--- src/rtl/dmg_lcd_rx_pkg.sv ---
// Shared definitions for the DMG LCD receive path: panel geometry, FSM
// state encodings and the pin-timing constants of the reference generator.
package dmg_lcd_rx_pkg;

  localparam int DMG_H_PIXELS = 160;
  localparam int DMG_V_LINES  = 144;

  typedef enum logic [1:0] {
    HUNT  = 2'd0,
    ARMED = 2'd1,
    LINE  = 2'd2,
    GAP   = 2'd3
  } lcd_state_t;

  // Generator timing, in clk_8m cycles: hsync pulse width, position of the
  // clock pulse embedded in hsync, back porch after hsync, pixel clock
  // high/low time, and blanking lines after the last active line.
  localparam int GEN_HSYNC_CYC    = 4;
  localparam int GEN_HCLK_POS     = 1;
  localparam int GEN_BPORCH_CYC   = 2;
  localparam int GEN_PIX_HI_CYC   = 1;
  localparam int GEN_PIX_LO_CYC   = 1;
  localparam int GEN_VBLANK_LINES = 2;

  // Checkerboard shade produced by the generator for pixel (x, y).
  function automatic logic [1:0] checker_shade(input logic [7:0] x, input logic [7:0] y);
    logic [7:0] xo;
    logic [7:0] yo;
    xo = x + 8'd88;
    yo = y + 8'd10;
    return {xo[4] ^ yo[4], xo[3] ^ yo[3]};
  endfunction

endpackage

--- src/rtl/dmg_lcd_rx_edge.sv ---
// Input stage for one LCD pin: a sampling register plus a delayed copy,
// giving the registered level and single-cycle rise/fall indications.
module dmg_lcd_rx_edge (
  input  logic clk_8m,
  input  logic rst,
  input  logic din,
  output logic level,
  output logic rise,
  output logic fall
);

  logic level_d;

  // Sample the pin and keep last cycle's sample for edge detection.
  always_ff @(posedge clk_8m) begin
    if (rst) begin
      level   <= 1'b0;
      level_d <= 1'b0;
    end else begin
      level   <= din;
      level_d <= level;
    end
  end

  assign rise = level & ~level_d;
  assign fall = ~level & level_d;

endmodule

--- src/rtl/dmg_lcd_rx.sv ---
// DMG LCD receiver: recovers the 2-bit pixel stream with x/y coordinates,
// frame/line strobes, protocol error strobes and a lock indication.
module dmg_lcd_rx
  import dmg_lcd_rx_pkg::*;
#(
  parameter int H_PIXELS    = DMG_H_PIXELS,
  parameter int V_LINES     = DMG_V_LINES,
  parameter bit INVERT_DATA = 1'b1,
  parameter int TIMEOUT_CYC = 262143
) (
  input  logic       clk_8m,
  input  logic       rst,
  input  logic       lcd_d0,
  input  logic       lcd_d1,
  input  logic       lcd_hsync,
  input  logic       lcd_vsync,
  input  logic       lcd_clk,
  input  logic       lcd_altsig,
  output logic       pix_valid,
  output logic [1:0] pix_data,
  output logic [7:0] pix_x,
  output logic [7:0] pix_y,
  output logic       line_done,
  output logic       frame_start,
  output logic       frame_done,
  output logic       frame_par,
  output logic       sync_err,
  output logic       locked
);

  localparam int TO_W = $clog2(TIMEOUT_CYC + 1);

  logic d0_lvl, d1_lvl, hsync_lvl, altsig_lvl;
  logic hsync_rise, hsync_fall, vsync_rise, clk_rise;
  logic d0_rise_unused, d0_fall_unused, d1_rise_unused, d1_fall_unused;
  logic vsync_lvl_unused, vsync_fall_unused, clk_lvl_unused, clk_fall_unused;
  logic alt_rise_unused, alt_fall_unused;

  dmg_lcd_rx_edge u_edge_d0 (.clk_8m(clk_8m), .rst(rst), .din(lcd_d0),
    .level(d0_lvl), .rise(d0_rise_unused), .fall(d0_fall_unused));
  dmg_lcd_rx_edge u_edge_d1 (.clk_8m(clk_8m), .rst(rst), .din(lcd_d1),
    .level(d1_lvl), .rise(d1_rise_unused), .fall(d1_fall_unused));
  dmg_lcd_rx_edge u_edge_hsync (.clk_8m(clk_8m), .rst(rst), .din(lcd_hsync),
    .level(hsync_lvl), .rise(hsync_rise), .fall(hsync_fall));
  dmg_lcd_rx_edge u_edge_vsync (.clk_8m(clk_8m), .rst(rst), .din(lcd_vsync),
    .level(vsync_lvl_unused), .rise(vsync_rise), .fall(vsync_fall_unused));
  dmg_lcd_rx_edge u_edge_clk (.clk_8m(clk_8m), .rst(rst), .din(lcd_clk),
    .level(clk_lvl_unused), .rise(clk_rise), .fall(clk_fall_unused));
  dmg_lcd_rx_edge u_edge_alt (.clk_8m(clk_8m), .rst(rst), .din(lcd_altsig),
    .level(altsig_lvl), .rise(alt_rise_unused), .fall(alt_fall_unused));

  lcd_state_t    state_q, state_n;
  logic [7:0]    x_q, x_n, y_q, y_n;
  logic [TO_W-1:0] to_cnt;
  logic          timeout_hit;
  logic          pix_emit, line_end, frame_end, fs_n, err_n, lock_n, par_n;
  logic [1:0]    shade;

  assign timeout_hit = (to_cnt == TO_W'(TIMEOUT_CYC));
  assign shade       = INVERT_DATA ? ~{d1_lvl, d0_lvl} : {d1_lvl, d0_lvl};

  // Next-state logic: vsync rise has top priority (new frame, error if one
  // was in progress), then timeout, then the per-state line/pixel handling.
  // Reaching frame_end implies no error since frame_start, since every error
  // and the timeout return to HUNT and only a vsync rise leaves it.
  always_comb begin
    state_n   = state_q;
    x_n       = x_q;
    y_n       = y_q;
    pix_emit  = 1'b0;
    line_end  = 1'b0;
    frame_end = 1'b0;
    fs_n      = 1'b0;
    err_n     = 1'b0;
    lock_n    = locked;
    par_n     = frame_par;
    if (vsync_rise) begin
      fs_n    = 1'b1;
      par_n   = altsig_lvl;
      state_n = ARMED;
      x_n     = 8'd0;
      y_n     = 8'd0;
      if (state_q != HUNT) begin
        err_n  = 1'b1;
        lock_n = 1'b0;
      end
    end else if (timeout_hit) begin
      state_n = HUNT;
      lock_n  = 1'b0;
    end else begin
      case (state_q)
        ARMED: begin
          if (hsync_fall) begin
            state_n = LINE;
            x_n     = 8'd0;
          end
        end
        LINE: begin
          if (hsync_rise) begin
            err_n   = 1'b1;
            lock_n  = 1'b0;
            state_n = HUNT;
          end else if (clk_rise && !hsync_lvl) begin
            pix_emit = 1'b1;
            if (x_q == 8'(H_PIXELS - 1)) begin
              line_end = 1'b1;
              x_n      = 8'(H_PIXELS);
              if (y_q == 8'(V_LINES - 1)) begin
                frame_end = 1'b1;
                lock_n    = 1'b1;
                state_n   = HUNT;
              end else begin
                state_n = GAP;
              end
            end else begin
              x_n = x_q + 8'd1;
            end
          end
        end
        GAP: begin
          if (hsync_fall) begin
            state_n = LINE;
            x_n     = 8'd0;
            y_n     = y_q + 8'd1;
          end
        end
        default: ;
      endcase
    end
  end

  // State, counters and registered outputs.
  always_ff @(posedge clk_8m) begin
    if (rst) begin
      state_q     <= HUNT;
      x_q         <= 8'd0;
      y_q         <= 8'd0;
      pix_valid   <= 1'b0;
      pix_data    <= 2'd0;
      pix_x       <= 8'd0;
      pix_y       <= 8'd0;
      line_done   <= 1'b0;
      frame_start <= 1'b0;
      frame_done  <= 1'b0;
      frame_par   <= 1'b0;
      sync_err    <= 1'b0;
      locked      <= 1'b0;
    end else begin
      state_q     <= state_n;
      x_q         <= x_n;
      y_q         <= y_n;
      pix_valid   <= pix_emit;
      if (pix_emit) begin
        pix_data <= shade;
        pix_x    <= x_q;
        pix_y    <= y_q;
      end
      line_done   <= line_end;
      frame_start <= fs_n;
      frame_done  <= frame_end;
      frame_par   <= par_n;
      sync_err    <= err_n;
      locked      <= lock_n;
    end
  end

  // Cycles since the last vsync rise, saturating at the timeout value.
  always_ff @(posedge clk_8m) begin
    if (rst || vsync_rise) begin
      to_cnt <= '0;
    end else if (!timeout_hit) begin
      to_cnt <= to_cnt + TO_W'(1);
    end
  end

endmodule

--- config.mk ---
export PLATFORM = sky130hd
export DESIGN_NAME = dmg_lcd_rx
export DESIGN_NICKNAME = d
export VERILOG_FILES = /design/src/rtl/dmg_lcd_rx_pkg.sv /design/src/rtl/dmg_lcd_rx_edge.sv /design/src/rtl/dmg_lcd_rx.sv
export SDC_FILE = /design/constraint.sdc
export NUM_CORES = 1
export LEC_CHECK = 0
export BUFFER_PORTS_ARGS = -buffer_cell sky130_fd_sc_hd__clkbuf_2
export CAP_MARGIN = 40
export CORE_ASPECT_RATIO = 1.5
export CORE_MARGIN = 2
export CORE_UTILIZATION = 40
export DETAILED_ROUTE_END_ITERATION = 6
export PLACE_DENSITY = 0.7
export SETUP_SLACK_MARGIN = 0.05
export SYNTH_ARGS = -nofsm -noshare
export SYNTH_HDL_FRONTEND = slang
export SYNTH_SLANG_ARGS = --single-unit
--- constraint.sdc ---
create_clock -name clk_8m -period 1.9 [get_ports clk_8m]
set_input_delay 0.19 -clock clk_8m [delete_from_list [all_inputs] [get_ports clk_8m]]
set_output_delay 0.19 -clock clk_8m [all_outputs]
set_load 0.005 [all_outputs]
Word-level counts from Yosys, hierarchy flattened
Cells that the tools add are included.

Add/sub/neg operators: 3. Eq/ne operators: 15. Muxes and demuxes: 34. Bitwise logic cells: 13. Reductions and logical operators: 20.

Operator list (number): $mux 8 (4); $mux 1 (23); $add 18x1->18 const B (1); $eq 18x18->1 const B (1); $add 8x1->8 const B (2); $eq 8x8->1 const B (2); $pmux 8 s2 (1); $reduce_bool 4->1 (4); $mux 2 (5); $ne 5x5->1 const B (2); $reduce_and 5->1 (2); $not 1->1 (8); $reduce_and 4->1 (2); $reduce_or 7->1 (1); $ne 3x3->1 const B (2); $reduce_or 6->1 (1); $and 1x1->1 (4); $eq 2x2->1 const B (2); $ne 2x1->1 const B (2); $ne 2x2->1 const B (2); $ne 4x1->1 const B (1); $pmux 2 s2 (1); $reduce_bool 2->1 (2); $reduce_or 2->1 (2); 8 further kinds (8).

Register bits: 70. Input bits: 8. Output and inout port bits: 25. Word-level logic and storage cells: 109.

Logic depth before layout (Yosys ltp)
Gate-level depths: netlist (run 1).

Depth after elaboration: 8. Mapped depth: 9. Gate-level depth less buffers: 7.

Cells and area by module
Synthesis (run 1) repeated with hierarchy kept, for this count alone.

Cell total of the unflattened synthesis: 359. Area total of the unflattened synthesis: 3175.5 um^2.

Modules (own cells, without submodules): dmg_lcd_rx (instances 1, cells each 323, area an instance 2785.2 um^2, sequential area each 1221.2 um^2); dmg_lcd_rx_edge (instances 6, cells each 6, area an instance 65.1 um^2, sequential area each 40.0 um^2).

Least setup slack after synthesis (run 1)
Ideal clock, no wire load.

Kind: register -> register. Start: reg to_cnt[0]. End: reg pix_x[0]. Library setup time: 0.071 ns. Data arrival time: 1.910 ns. Data required time: 1.829 ns. Slack: -0.081 ns. Stages on the path, launching flop included: 10. Buffers on the path: 3. Period minus slack after synthesis: 1.981 ns. Cells stage by stage: dfxtp_1 -> ha_1 -> buf_2 -> nand3_1 -> or2_2 -> clkbuf_1 -> o21ai_4 -> buf_6 -> nand2_2 -> a21oi_2.

Cells in the longest elaborated chain, start to end: 3.

RTL lines: start: declaration (line dmg_lcd_rx.sv:54) `logic [TO_W-1:0] to_cnt;`; start signal: assignment (line dmg_lcd_rx.sv:172) `to_cnt <= to_cnt + TO_W'(1);`; $eq 18x18->1 (line dmg_lcd_rx.sv:59) `assign timeout_hit = (to_cnt == TO_W'(TIMEOUT_CYC));`; $mux 1 (line dmg_lcd_rx.sv:87) `end else if (timeout_hit) begin`; $mux 1 (line dmg_lcd_rx.sv:77) `if (vsync_rise) begin`; end signal: assignment (line dmg_lcd_rx.sv:155) `pix_x <= x_q;`; end: declaration (line dmg_lcd_rx.sv:21) `output logic [7:0] pix_x,`.

No other way between the ends. A chain may end at the register's enable or synchronous reset.

Worst setup path after layout (run 1)
Start: reg to_cnt[7]. End: reg x_q[6].

Cells in the longest elaborated chain, start to end: 3.

RTL lines: $eq 18x18->1 (line dmg_lcd_rx.sv:59); $not 1->1 (no source line); $reduce_and 5->1 (no source line); end signal: assignment (line dmg_lcd_rx.sv:150) `x_q <= x_n;`; end: declaration (line dmg_lcd_rx.sv:53) `logic [7:0] x_q, x_n, y_q, y_n;`.

No other way between the ends.

==> results of run 1 <==
## report_power, final
group          total [mW]  switching (mW)  internal [mW]
Clock                1.80           0.612           1.18
Combinational       0.118          0.0715         0.0461
Sequential           1.50          0.0113           1.49
Total                3.41           0.695           2.72
## cell usage in the layout, fill, tap and decap left out, drive strengths merged, types with 3 or more instances in the layout
| cell | instances |
|---|---|
| a211oi | 5 |
| a21oi | 29 |
| a31oi | 3 |
| and3 | 3 |
| buf | 42 |
| clkbuf | 44 |
| clkinvlp | 3 |
| dfxtp | 70 |
| ha | 3 |
| inv | 10 |
| mux2i | 3 |
| nand2 | 58 |
| nand3 | 14 |
| nand4 | 6 |
| nor2 | 36 |
| nor2b | 12 |
| nor3 | 6 |
| nor4 | 4 |
| o2111ai | 4 |
| o211ai | 4 |
| o21ai | 9 |
| o22ai | 3 |
| o31ai | 3 |
| or3 | 3 |
| xnor2 | 8 |
| xor2 | 7 |
## registers in the layout, indices dropped and copies added, names as in the netlist, 2 cells and up
| name | cells |
|---|---|
| to_cnt | 18 |
| pix_x | 8 |
| pix_y | 8 |
| x_q | 8 |
| y_q | 8 |
| pix_data | 2 |
| state_q | 2 |
## worst max-delay path: stages (launching register included)
cell and delay (ns):
dfxtp_2 0.35, nand4_4 0.14, or4_4 0.57, buf_8 0.17, o21ai_4 0.25, o41ai_1 0.09
a32o_1 0.20
## logic make-up (layout without fill, tap and decap cells)
kind of cell / Yosys count / count (layout) / synth area share, %
AOI/OAI and AO/OA: 76 / 76 / 18.2
xor gates and xnor gates: 15 / 15 / 4.31
adders and majority gates: 3 / 3 / 1.23
buffers and inverters: 27 / 101 / 3.94
DFF: 70 / 70 / 46.0
muxes: 3 / 3 / 0.986
and+or+nand+nor: 156 / 156 / 25.3
## area by class of cell
cell class              instances  area, um2  share of cell area [%]
well taps                     102        128                    3.16
clock inverters                 5       82.6                    2.05
multi-input cells             253       1610                    40.0
inverters                      10       37.5                   0.931
clock buffers                  11        243                    6.02
flip-flops and latches         70       1410                    34.9
repair buffers                 75        520                    12.9
## stage by stage
step	instances	total power [mW]	hold WS, ns	cell area (um2)	TNS (ns)
6_report	526	3.41	0.0616	4030	0
5_1_grt	526	3.51	0.0702	4030	-0.626
4_1_cts	523	3.43	0.0634	3910	0
3_5_place_dp	507	1.64	0.399	3570	-0.0787
3_3_place_gp	507	1.64	0.392	3570	0
2_1_floorplan	350	1.60	0.281	3060	0
## final timing paths
check,start,to,slack [ns],cells after the start
setup / recovery,to_cnt[7]$_SDFFE_PP0P_,x_q[6]$_SDFFE_PP0P_,0.01,6
hold / removal,lcd_d0,u_edge_d0.level$_SDFF_PP0_,0.06,2
setup reg to reg,to_cnt[7]$_SDFFE_PP0P_,x_q[6]$_SDFFE_PP0P_,0.01,6
hold reg to reg,u_edge_d1.level$_SDFF_PP0_,pix_data[1]$_SDFFE_PP0P_,0.40,1
## metal layers
layer | vias up | track usage [%] | wire [um]
li1 | 1373 | - | -
met1 | 1329 | 20.5 | 2990
met2 | 60 | 32.2 | 4030
met3 | 25 | 3.45 | 186
met4 | 0 | 10.6 | 325
met5 | - | 0 | 0
## what timing repair did
item	CTS	global route
hold endpoints to repair	0	0
pin swaps	0	9
gates cloned	0	1
buffers inserted	0	2
resized for setup	3	23
setup endpoints to repair	19	47
==> impl_metrics.ini, run 1 <==
[outcome]
outcome = finished, final reports clean

[clock_network]
cts_buffers = 9
clkLatencyLatePin_ns = 0.34
cts_hold_buffers = 0
cts_sinks = 70
cts_max_level = 3
path_clk_slew_ns = 0.06
cts_tree = built
clock_path_buffers = 2
cts-root-buf = clkbuf_16

[logic_synthesis]
ys_top_cells_by_count = dfxtp_1, nand2_1, nor2_1, a21oi_1, nand3_1
avgSynthCellArea_um2 = 8.70
syn-num-nets = 361
synth_seq_area_share_pct = 46.0
async_reset_ff_share_pct = 0
synth_cells = 350
ys_ff_latch = 70
netlist_area_um2 = 3050
synth_flop_cell = dfxtp_1
ys_warn_count = 0
synth_top_area_share_pct = 46.0
synth_most_common_cell = dfxtp_1
yosysTopAreaCell = dfxtp_1
synth.area.top_cells = dfxtp_1, nand2_1, nor2_1, a21oi_1, a21oi_2
synth_cell_types = 55
synth_edf_count = 0

[placed_design]
io_buffers = 32
gp_congestion = 0.872
place_ws_ns = -0.0441
dp_hpwl_um = 5140

[worst_setup_path]
critPathRequiredTime_ns = 2.13
worst-path-max-fanout = 10
crit_path_end_kind = register
arrival_ns = 2.11
crit_path_start_kind = register
crit_type = register to register

[grt]
grt_pass1_wl_um = 12200
grt_max_degree = 33
antenna_found_initial = 0
overflow = 0
grt_usage_pct = 18.7
grt_pass1_vias = 2696

[final_layout]
syn_to_final_growth_pct = 32.5
final_util_pct = 53.7
final_nets = 430
drive_gt1_share_pct = 31.4
nFillCells = 718
diodes = 0

[route]
route.detailed.drc = 0
wire_per_inst_um = 14.3
wl_um = 7540
via_count = 2787
vias_per_cell = 5.30
ant_nets = 0
drtPass1Iterations = 4
drtIter0Drc = 138

[die]
io_pins = 33
core_um2 = 7510
dieArea_um2 = 8340
die_w_um = 75.2
initial_utilization_pct = 40.5
die_h_um = 111
rows = 39

[timing]
rsz0062_at_grt = yes
fmax_mhz = 530
hold_violations = 0
max_slew_margin_pct = 60.0
clock_skew_ns = 0.00585
setup_slack_ns = 0.0121
setup_viol = 0
slew_violations = 0
fin_crit_sh_pct = 99.4
min_period_ns = 1.89
worstMarginPinSlew_ns = 0.599

[power_and_ir_drop]
p_leak_nw = 1.55
powerDensity_nw_per_um2 = 846
vdd_drop_max_mv = 0.469

[hold_path]
min_path_type = input port to register

[job]
drv_cap = 0
No activity file was read; power rests on OpenSTA's default activity.
==> run 2, diff against run 1 <==
Settings changed: ABC_AREA from default to 1, PLACE_DENSITY 0.7 to 0.68.
Clock period 1.9 ns to 2.22 ns, I/O delays scaled along.
==> run 2 against run 1 <==
Wire length shrank 7.5%. Area after synthesis increased by 7.1%. Clock power shrank 29%. Clock skew decreased by 0.0013 ns. Synthesized cell count up 26%. Critical path type unchanged. Critical endpoint is now pix_x[6]$_SDFFE_PP0P_. Largest cell class unchanged.
==> impl_metrics.ini, run 2 <==
[clock_network]
cts-root-buf = clkbuf_16
clock_path_buffers = 2
cts_sinks = 70
cts_tree = built
cts_hold_buffers = 0
clkLatencyLatePin_ns = 0.33
cts_buffers = 9
cts_max_level = 3
path_clk_slew_ns = 0.05

[die]
die_w_um = 77.7
rows = 40
initial_utilization_pct = 41.0
die_h_um = 115
io_pins = 33
core_um2 = 7960
dieArea_um2 = 8900

[grt]
grt_usage_pct = 16.7
overflow = 0
grt_pass1_vias = 2763
antenna_found_initial = 0
grt_pass1_wl_um = 11900
grt_max_degree = 29

[final_layout]
drive_gt1_share_pct = 17.4
top_register = to_cnt
diodes = 0
final_cell_mix = nand2_1, dfxtp_1, inv_1
final_util_pct = 47.4
syn_to_final_growth_pct = 15.6
final_nets = 484
nFillCells = 795
layout_commonest_cell = nand2_1
largest_reg_flops = 18

[logic_synthesis]
netlist_area_um2 = 3260
synth_most_common_cell = nand2_1
async_reset_ff_share_pct = 0
yosys.area_share.xor_xnor_pct = 3.49
ys_warn_count = 0
avgSynthCellArea_um2 = 7.41
synth_fa_ha_area_share_pct = 1.15
synth_compound_gate_area_share_pct = 11.2
synth_cells = 440
synthSimpleGateAreaFrac_pct = 32.4
synth_top_family_by_area = simple AND/OR/NAND/NOR gates
synth.area.top_cells = dfxtp_1, nand2_1, nand3_1, inv_1, a21oi_1
synth_flop_cell = dfxtp_1
ys_top_cells_by_count = nand2_1, dfxtp_1, inv_1, nand3_1, nor2_1
synth_seq_area_share_pct = 43.0
ys_ff_latch = 70
syn-num-nets = 451
synth_top_area_share_pct = 43.0
synthMuxAreaShare_pct = 0
synth_edf_count = 0
synth_cell_types = 37
yosysTopAreaCell = dfxtp_1

[placed_design]
place_ws_ns = 0.213
gp_congestion = 0.828
dp_hpwl_um = 5090
io_buffers = 32

[worst_setup_path]
path_delay_family = simple AND/OR/NAND/NOR gates
cp.buffers_inverters = 1
worst-path-max-fanout = 24
arrival_ns = 2.24
critPathSlowestCell = dfxtp_1
crit_path_end_kind = register
crit_path_start_kind = register
r2r_start = to_cnt[0]$_SDFFE_PP0P_
crit_type = register to register
critPathRequiredTime_ns = 2.48
path_cells = ha_1, nand3_2, nor2_4, nand3_4, inv_6, nor2_8, nand2_8, nand2_1, a21oi_1
crit_start = to_cnt[0]$_SDFFE_PP0P_
slowest_delay_ns = 0.37

[job]
drv_cap = 0

[hold_path]
worstHoldStart = lcd_altsig
min_path_type = input port to register

[route]
drtPass1Iterations = 5
drtIter0Drc = 162
wl_um = 6970
ant_nets = 0
wire_per_inst_um = 12.0
route.detailed.drc = 0
via_count = 2848
vias_per_cell = 4.89

[power_and_ir_drop]
power_mw = 2.66
powerDensity_nw_per_um2 = 707
vdd_drop_max_mv = 0.363
p_leak_nw = 1.51

[timing]
worstMarginPinSlew_ns = 0.525
tns_ns = 0
setup_slack_ns = 0.243
setup_viol = 0
fin_crit_sh_pct = 89.0
clock_skew_ns = 0.00453
fmax_mhz = 506
min_period_ns = 1.98
rsz0062_at_grt = no
slew_violations = 0
hold_violations = 0
max_slew_margin_pct = 64.7
whs_ns = 0.0760

[outcome]
outcome = finished, final reports clean
## run 2: changes by cell type after synthesis, moves of 4 or more
| cell | before | now |
|---|---|---|
| a21oi_1 | 19 | 32 |
| clkbuf_1 | 12 | 4 |
| inv_1 | 9 | 52 |
| nand2_1 | 48 | 84 |
| nand3_1 | 14 | 51 |
| nor2_1 | 35 | 42 |
| nor2b_1 | 12 | 0 |
| nor3_1 | 6 | 12 |
| o2111ai_1 | 4 | 0 |
| o211ai_1 | 4 | 0 |
| o21ai_0 | 5 | 15 |
## run 2: cells by family (layout without fill, tap and decap cells)
family / count (synthesis) / in the layout
simple gates: 223 / 223
flops: 70 / 70
buf+inv: 68 / 105
compound gates: 63 / 63
xor+xnor: 13 / 13
fa+ha+maj: 3 / 3
## run 2: repair_timing
item                                    in CTS  in global routing
setup buffers                                0                  0
resized for setup                            0                  1
endpoints found under the setup margin       0                  2
## run 2: metrics by stage
stage	std cells	area, um2
floorplan	440	3260
global placement	567	3500
detailed placement	567	3500
CTS	582	3770
global route	582	3770
finish	582	3770
## run 2: where the power goes
group          switching, mW  internal (mW)  leakage [nW]
Clock                  0.503          0.775         0.135
Sequential            0.0102           1.27         0.567
Combinational         0.0703         0.0334         0.812
## run 2: per-layer routing
layer | wire [um] | global-route usage (%) | share of wire [%]
met1 | 2940 | 18.0 | 42
met2 | 3600 | 29.2 | 52
met3 | 192 | 3.86 | 2.8
met4 | 238 | 10.1 | 3.4
met5 | 0 | 0 | 0
## run 2: final timing paths
kind                                     endpoint  slack, ns  depth (start not counted)
setup / recovery            pix_x[6]$_SDFFE_PP0P_       0.24                          9
hold / removal        u_edge_alt.level$_SDFF_PP0_       0.08                          3
hold reg to reg   u_edge_vsync.level_d$_SDFF_PP0_       0.43                          2
setup reg to reg            pix_x[6]$_SDFFE_PP0P_       0.24                          9
## run 2: area by class of cell
cell class	count	area (um2)	area share [%]
clock buffers	11	243	6.44
clock inverters	4	23.8	0.631
inverters	54	208	5.51
multi-input cells	302	1570	41.7
flip-flops and latches	70	1400	37.2
well taps	105	131	3.48
repair buffers	36	190	5.04
## run 2: tightest hold or removal path, delay by kind of cell
kind | cells | cell delay [ns]
AND/OR/NAND/NOR | 1 | 0.03
buffers and inverters | 2 | 0.12
==> run 3, diff against run 2 <==
Settings changed: BUFFER_PORTS_ARGS -buffer_cell sky130_fd_sc_hd__clkbuf_2 to -buffer_cell sky130_fd_sc_hd__buf_2.
==> run 3 against run 2 <==
Clock power about the same. Clock skew down 0.00061 ns. Hold slack better by 0.022 ns. Combinational power rose by 7%. Non-clock buffer count up 2. Worst setup slack improved by 0.082 ns. Power increased by 0.64%. Global-route usage increased by 0.33 points. Die area unchanged. Wire length grew 1.2%. Largest power group is now clock.
==> impl_metrics.ini, run 3 (same netlist as run 2, synthesis figures left out) <==
[final_layout]
multi_input_area_um2 = 1570
top_register = to_cnt
syn_to_final_growth_pct = 16.7
seq_area_um2 = 1400
largest_reg_flops = 18
diodes = 0
nFillCells = 797
final_nets = 486
layout_commonest_cell = nand2_1
final_cell_mix = nand2_1, dfxtp_1, inv_1
drive_gt1_share_pct = 18.1

[worst_setup_path]
critPathRequiredTime_ns = 2.42
slowest_delay_ns = 0.33
critPathSlowestCell = dfxtp_1
cp.buffers_inverters = 1
crit_path_start_kind = register
worst-path-max-fanout = 24
path_cells = ha_1, nand3_2, nor2_4, nand3_4, inv_4, nor2_8, nand2_8, nand2_1, a21oi_1
ff2ff_path_depth = 9
crit_type = register to register
path_delay_family = simple AND/OR/NAND/NOR gates
crit_path_end_kind = register
arrival_ns = 2.09
cp_num_cells = 9

[route]
vias_per_cell = 4.98
route.detailed.drc = 0
drtPass1Iterations = 5
ant_nets = 0
wire_per_inst_um = 12.1
wl_um = 7060
drtIter0Drc = 196
via_count = 2913

[placed_design]
io_buffers = 32
gp_congestion = 0.862
dp_hpwl_um = 5210

[outcome]
outcome = finished, final reports clean

[die]
initial_utilization_pct = 41.0
die_w_um = 77.7
io_pins = 33
die_h_um = 115
dieArea_um2 = 8900
rows = 40
core_um2 = 7960

[timing]
clock_skew_ns = 0.00392
rsz0062_at_grt = no
slew_violations = 0
setup_viol = 0
whs_ns = 0.0976
max_slew_margin_pct = 64.8
worstMarginPinSlew_ns = 0.526
fmax_mhz = 528
tns_ns = 0
min_period_ns = 1.90
hold_violations = 0
fin_crit_sh_pct = 85.4

[grt]
grt_pass1_vias = 2641
grt_usage_pct = 17.0
grt_pass1_wl_um = 12000
overflow = 0
antenna_found_initial = 0
grt_max_degree = 29

[power_and_ir_drop]
p_leak_nw = 1.55
vdd_drop_max_mv = 0.387
switching_share_pct = 22.1
switchingPower_mw = 0.592
powerDensity_nw_per_um2 = 705
seq_power_share_pct = 47.8
p_int_mw = 2.09
combPwrFrac_pct = 4.1
clkPwrFrac_pct = 48.0

[clock_network]
clock_path_buffers = 2
cts-root-buf = clkbuf_16
cts_setup_buffers = 0
cts_hold_buffers = 0
cts_sinks = 70
cts_max_level = 3
ctsResizeCount = 0
cts_tree = built
path_clk_slew_ns = 0.05
clkLatencyLatePin_ns = 0.32
cts_buffers = 9

[hold_path]
min_path_type = input port to register
hold_depth = 3

[job]
drv_cap = 0
==> run 3: changes by cell type in the layout (fill, tap and decap cells not counted), sizes merged <==
cell	delta
buf	+34
clkbuf	-33
clkinv	-1
clkinvlp	+3
==> run 3: worst min-delay path, stage by stage <==
cell and delay [ns]:
buf_2 0.07, inv_1 0.03, nor2_1 0.06
==> run 3: layer usage <==
layer	track usage (%)	up-vias	part of all wire [%]
met5	0	-	0
met1	18.7	1339	42
met3	4.57	16	2.9
met2	30.0	57	53
met4	8.10	0	2.5
li1	-	1501	-
==> run 3: area by class of cell <==
type	instances	share of cell area, %
Timing Repair Buffer	38	5.72
Sequential cell	70	36.8
Clock inverter	6	0.987
Clock buffer	10	6.28
Multi-Input combinational cell	302	41.3
Inverter	54	5.39
Tap cell	105	3.45
==> run 3: power groups by stage <==
stage	sequential (mW)	combinational, mW	clock [mW]
final	1.28	0.111	1.29
after CTS	1.28	0.111	1.32
after detailed placement	1.31	0.111	0
after global placement	1.31	0.109	0
after global routing	1.28	0.123	1.38
after floorplan	1.31	0.0761	0
==> run 3: final timing paths <==
kind	from	endpoint	slack [ns]
worst max-delay path	to_cnt[0]$_SDFFE_PP0P_	pix_x[1]$_SDFFE_PP0P_	0.32
worst min-delay path	lcd_clk	u_edge_clk.level$_SDFF_PP0_	0.1
worst min register to register	u_edge_vsync.level$_SDFF_PP0_	u_edge_vsync.level_d$_SDFF_PP0_	0.43
worst max register to register	to_cnt[0]$_SDFFE_PP0P_	pix_x[1]$_SDFFE_PP0P_	0.32
==> run 3: through the flow <==
stage	utilization [%]	cell area, um2	cells	total power [mW]	worst slack (ns)
floorplan	-	3260	440	1.38	0.569
global placement	44.3	3530	569	1.42	0.386
detailed placement	44.3	3530	569	1.42	0.322
CTS	47.8	3800	585	2.71	0.316
global route	47.8	3800	585	2.79	0.153
finish	47.8	3800	585	2.68	0.325
